==> src/rtl/midi_key_bitmap.sv <==
// MIDI byte-stream parser with running status, tracking held notes as a 128-bit
// vector plus a registered popcount and a one-cycle change strobe.
module midi_key_bitmap #(
  parameter logic [3:0] CHANNEL = 4'd0,
  parameter bit         OMNI    = 1'b0
) (
  input  logic         clk50M,
  input  logic         rst,
  input  logic [7:0]   midi_byte,
  input  logic         midi_valid,
  output logic [127:0] keys,
  output logic [7:0]   key_count,
  output logic         changed
);

  typedef enum logic [1:0] {StIdle, StD1, StD2} state_e;

  state_e       state_q, state_d;
  logic [7:0]   status_q, status_d;
  logic [6:0]   d1_q, d1_d;
  logic [127:0] keys_q, keys_d;
  logic [7:0]   count_q, count_d;
  logic         changed_q, changed_d;

  logic         msg_done;
  logic         chan_ok;
  logic         note_on, note_off, all_off;
  logic [6:0]   vel;

  assign vel     = midi_byte[6:0];
  assign chan_ok = OMNI || (status_q[3:0] == CHANNEL);

  // Parser: real-time bytes (F8-FF) fall through every branch untouched.
  always_comb begin
    state_d  = state_q;
    status_d = status_q;
    d1_d     = d1_q;
    msg_done = 1'b0;
    if (midi_valid) begin
      if (midi_byte[7]) begin
        if (midi_byte[7:4] != 4'hF) begin
          status_d = midi_byte;
          state_d  = StD1;
        end else if (!midi_byte[3]) begin
          status_d = 8'h00;
          state_d  = StIdle;
        end
      end else begin
        case (state_q)
          StIdle: state_d = StIdle;
          StD1: begin
            // Program change / channel pressure are single-data-byte messages.
            if (status_q[7:5] != 3'b110) begin
              d1_d    = midi_byte[6:0];
              state_d = StD2;
            end
          end
          StD2: begin
            msg_done = 1'b1;
            state_d  = StD1;
          end
          default: state_d = StIdle;
        endcase
      end
    end
  end

  always_comb begin
    note_on  = msg_done && chan_ok && (status_q[7:4] == 4'h9) && (vel != 7'd0);
    note_off = msg_done && chan_ok && ((status_q[7:4] == 4'h8) ||
               ((status_q[7:4] == 4'h9) && (vel == 7'd0)));
    all_off  = msg_done && chan_ok && (status_q[7:4] == 4'hB) &&
               ((d1_q == 7'd120) || (d1_q == 7'd123));
  end

  always_comb begin
    keys_d    = keys_q;
    count_d   = count_q;
    changed_d = 1'b0;
    if (note_on && !keys_q[d1_q]) begin
      keys_d[d1_q] = 1'b1;
      count_d      = count_q + 8'd1;
      changed_d    = 1'b1;
    end else if (note_off && keys_q[d1_q]) begin
      keys_d[d1_q] = 1'b0;
      count_d      = count_q - 8'd1;
      changed_d    = 1'b1;
    end else if (all_off && (keys_q != '0)) begin
      keys_d    = '0;
      count_d   = 8'd0;
      changed_d = 1'b1;
    end
  end

  always_ff @(posedge clk50M) begin
    if (rst) begin
      state_q   <= StIdle;
      status_q  <= 8'h00;
      d1_q      <= 7'd0;
      keys_q    <= '0;
      count_q   <= 8'd0;
      changed_q <= 1'b0;
    end else begin
      state_q   <= state_d;
      status_q  <= status_d;
      d1_q      <= d1_d;
      keys_q    <= keys_d;
      count_q   <= count_d;
      changed_q <= changed_d;
    end
  end

  assign keys      = keys_q;
  assign key_count = count_q;
  assign changed   = changed_q;

endmodule
==> config.mk <==
export PLATFORM = sky130hd
export DESIGN_NAME = midi_key_bitmap
export DESIGN_NICKNAME = d
export VERILOG_FILES = /design/src/rtl/midi_key_bitmap.sv
export SDC_FILE = /design/constraint.sdc
export NUM_CORES = 1
export LEC_CHECK = 0
export BUFFER_PORTS_ARGS = -buffer_cell sky130_fd_sc_hd__buf_2
export CORE_ASPECT_RATIO = 0.9
export CORE_MARGIN = 5
export CORE_UTILIZATION = 45
export CTS_BUF_LIST = sky130_fd_sc_hd__clkbuf_8 sky130_fd_sc_hd__clkbuf_16
export DETAILED_ROUTE_END_ITERATION = 12
export GPL_ROUTABILITY_DRIVEN = 0
export PLACE_DENSITY = 0.7
export SETUP_SLACK_MARGIN = 0.1
export SLEW_MARGIN = 20
export SYNTH_ARGS = -nofsm -noshare
export SYNTH_HDL_FRONTEND = slang
export SYNTH_SLANG_ARGS = --single-unit
==> constraint.sdc <==
create_clock -name clk50M -period 5.7 [get_ports clk50M]
set_clock_uncertainty 0.2 [all_clocks]
set_input_delay 0.57 -clock clk50M [delete_from_list [all_inputs] [get_ports clk50M]]
set_output_delay 0.57 -clock clk50M [all_outputs]
set_load 0.005 [all_outputs]
==> metrics <==
Async S/R FF share, synth=0%; hold_buf cts=0; switching share of total power=23.8%; Post-CTS Setup Bufs=0; pre-CTS setup slack=1.28 ns; part of the power in the clock network=50.1%; flops & latches, synth=154; area of placed instances=8960 µm²; Detailed Place HPWL=20.2 mm; Critical Path RT=5.82 ns; Final Hold Fails=0; Initial Util=46.1%; worst IR drop on VDD=0.000189 V; metal2 WL=12.9 mm; fin util=53.8%; FILL cells=1632; cell area after synthesis=8200 µm²; routed wire length=30.4 mm; Post-Layout Cell Count=1241; gr usage total=27.9%; fin. max-slew vios=0; Finished Cell Area=9570 µm²; Post-CTS Resized=0; syn_area_per_cell=9.24 µm²; vias per inst=6.77; CP arrival=4.63 ns; initial DRC count=1129; yosys warns=0; Flop pwr share=46.9%; Worst Tran Pin Value=1.22 ns; CTS Buf Count=17; # diodes=0; nets=1001; combinational share of power=3.0%; core outline area=17800 µm²; largest net degree at the start of global routing=116; TNS Setup=0 ns; Post-synth top flop=dfxtp_1; layout cells sized above 1=24.6%; Die Y-Extent=138 µm; grt ovf=0; cell count after synthesis=887; synthesized net count=900; Reg area=3080 µm²; post-synth top area share=37.6%; RSZ-0062 raised after global routing=false; uppermost layer routed=met5; Pwr Density=242 nW/µm²; # IOs=148; clock latency at the later pin of the worst-skew pair=0.43 ns; Worst Setup End Kind=flop; Leakage=4.02 nW; Slew HR=18.2%; cell with the most instances after synthesis=dfxtp_1; DP Cell Count=1209; TritonCTS clock tree=yes; initial antenna violation count=0; Hold Path Class=in -> reg; Port Buffer Count=147; fmax=0.222 GHz; Root Buffer=clkbuf_16; met3 routed WL=4.09 mm; TritonRoute pass-1 iters=8; CP max FO=115; multi-input logic area=4660 µm²; startpoint types=flop; post-route ant nets=0; status=finished, final reports clean; internal power=0.00177 W; number of global-route vias before repair=7730; Area Growth Syn to Fin=16.7%; Post-synth EDFFs=0; Psw=0.000552 W; count of cell types in the netlist=61; DR WL/cell=24.5 µm; Crit Path Category=reg -> reg; H-tree levels=4; Period minus WS final=4.51 ns; Post-Route M1 WL=12.4 mm; clk sinks=154; die width=152 µm; row count=46; sequential share of the synthesized area=37.6%; Final WS setup=1.19 ns; clk buf depth=2; Clock Pin Slew Worst Setup and Hold Paths=0.07 ns; die area=21000 µm²; setup violators final=0; DR vias=8401; maxcap violations=0; top cells by count, synth=dfxtp_1, nand2_1, and3_1; ranking of synthesized cells by area=dfxtp_1, mux4_2, a221o_1, a32oi_1, and3_1; Yosys top cell by area=dfxtp_1; Final period util=79.1%; first-pass GRT wire length=47.1 mm; DRC=0
critical path, stage by stage, from the launching register on:
cell,delay [ns]
dfxtp_2,0.83
buf_4,0.50
mux4_2,0.55
mux2i_1,0.18
a32oi_1,0.08
nand3_1,0.14
and4_1,0.22
buf_4,0.26
mux2_4,0.65
and3_1,0.38
a221o_1,0.26
flip-flops by register name (all words and copies together), names as in the netlist:
register / count
changed: 1
d1_q: 7
key_count: 8
keys: 128
state_q: 2
status_q: 8
cell families (layout without fill, tap and decap cells):
logic type / Yosys count / after routing / share of synthesized area [%]
xor gates and xnor gates: 3 / 3 / 0.321
muxes: 61 / 61 / 12.1
and+or+nand+nor: 334 / 334 / 21.1
DFF: 154 / 154 / 37.6
buffers and inverters: 94 / 208 / 5.75
adders and majority gates: 2 / 2 / 0.305
AOI/OAI and AO/OA: 239 / 239 / 22.8
area by class of cell:
class                           count  area share [%]
Clock buffer                       18            4.59
Timing Repair Buffer              167            9.26
Inverter                            9           0.353
Tap cell                          240            3.14
Multi-Input combinational cell    639            48.8
Sequential cell                   154            32.2
Clock inverter                     14            1.66
final timing paths:
kind                       startpoint                  endpoint  slack [ns]  cells after the start
max              d1_q[0]$_SDFFE_PP0P_     keys[45]$_SDFFE_PP0P_        1.19                     10
min                      midi_byte[2]      d1_q[2]$_SDFFE_PP0P_        0.23                      3
max reg2reg      d1_q[0]$_SDFFE_PP0P_     keys[45]$_SDFFE_PP0P_        1.19                     10
min reg2reg  status_q[0]$_SDFFE_PP0P_  status_q[0]$_SDFFE_PP0P_        0.30                      2
power by group through the flow:
stage / clock [W] / sequential [W] / combinational, W
2_1_floorplan: 0 / 0.00111 / 0.0000522
6_report: 0.00116 / 0.00109 / 0.0000689
4_1_cts: 0.00117 / 0.00109 / 0.0000670
5_1_grt: 0.00122 / 0.00109 / 0.0000742
3_3_place_gp: 0 / 0.00111 / 0.0000664
3_5_place_dp: 0 / 0.00111 / 0.0000667
cells in the final DEF, fill, tap and decap left out, types with 8 or more instances in the layout:
master,n
nand4_1,13
nand3_1,9
a221o_1,65
nor3_1,13
mux2i_1,30
a21oi_1,64
a211oi_1,9
dfxtp_1,153
inv_1,8
nand2b_1,9
o21ai_0,9
mux4_2,30
clkbuf_16,17
a32oi_1,52
buf_4,20
nor2b_1,8
nor2_1,55
and3_1,70
nor4_1,37
buf_2,147
nand2_1,93
stage by stage:
step / power [W] / hold slack, ns
2_1_floorplan: 0.00116 / 0.256
3_3_place_gp: 0.00118 / 0.277
3_5_place_dp: 0.00118 / 0.288
4_1_cts: 0.00232 / 0.217
5_1_grt: 0.00238 / 0.221
6_report: 0.00232 / 0.230
per-layer routing:
metal  GRT usage [%]  vias up
met3            9.45       73
met4            10.3        2
met5            1.81        -
met1            38.8     4036
li1                -     3694
met2            40.0      596
Power figures use the tool's default switching activity.
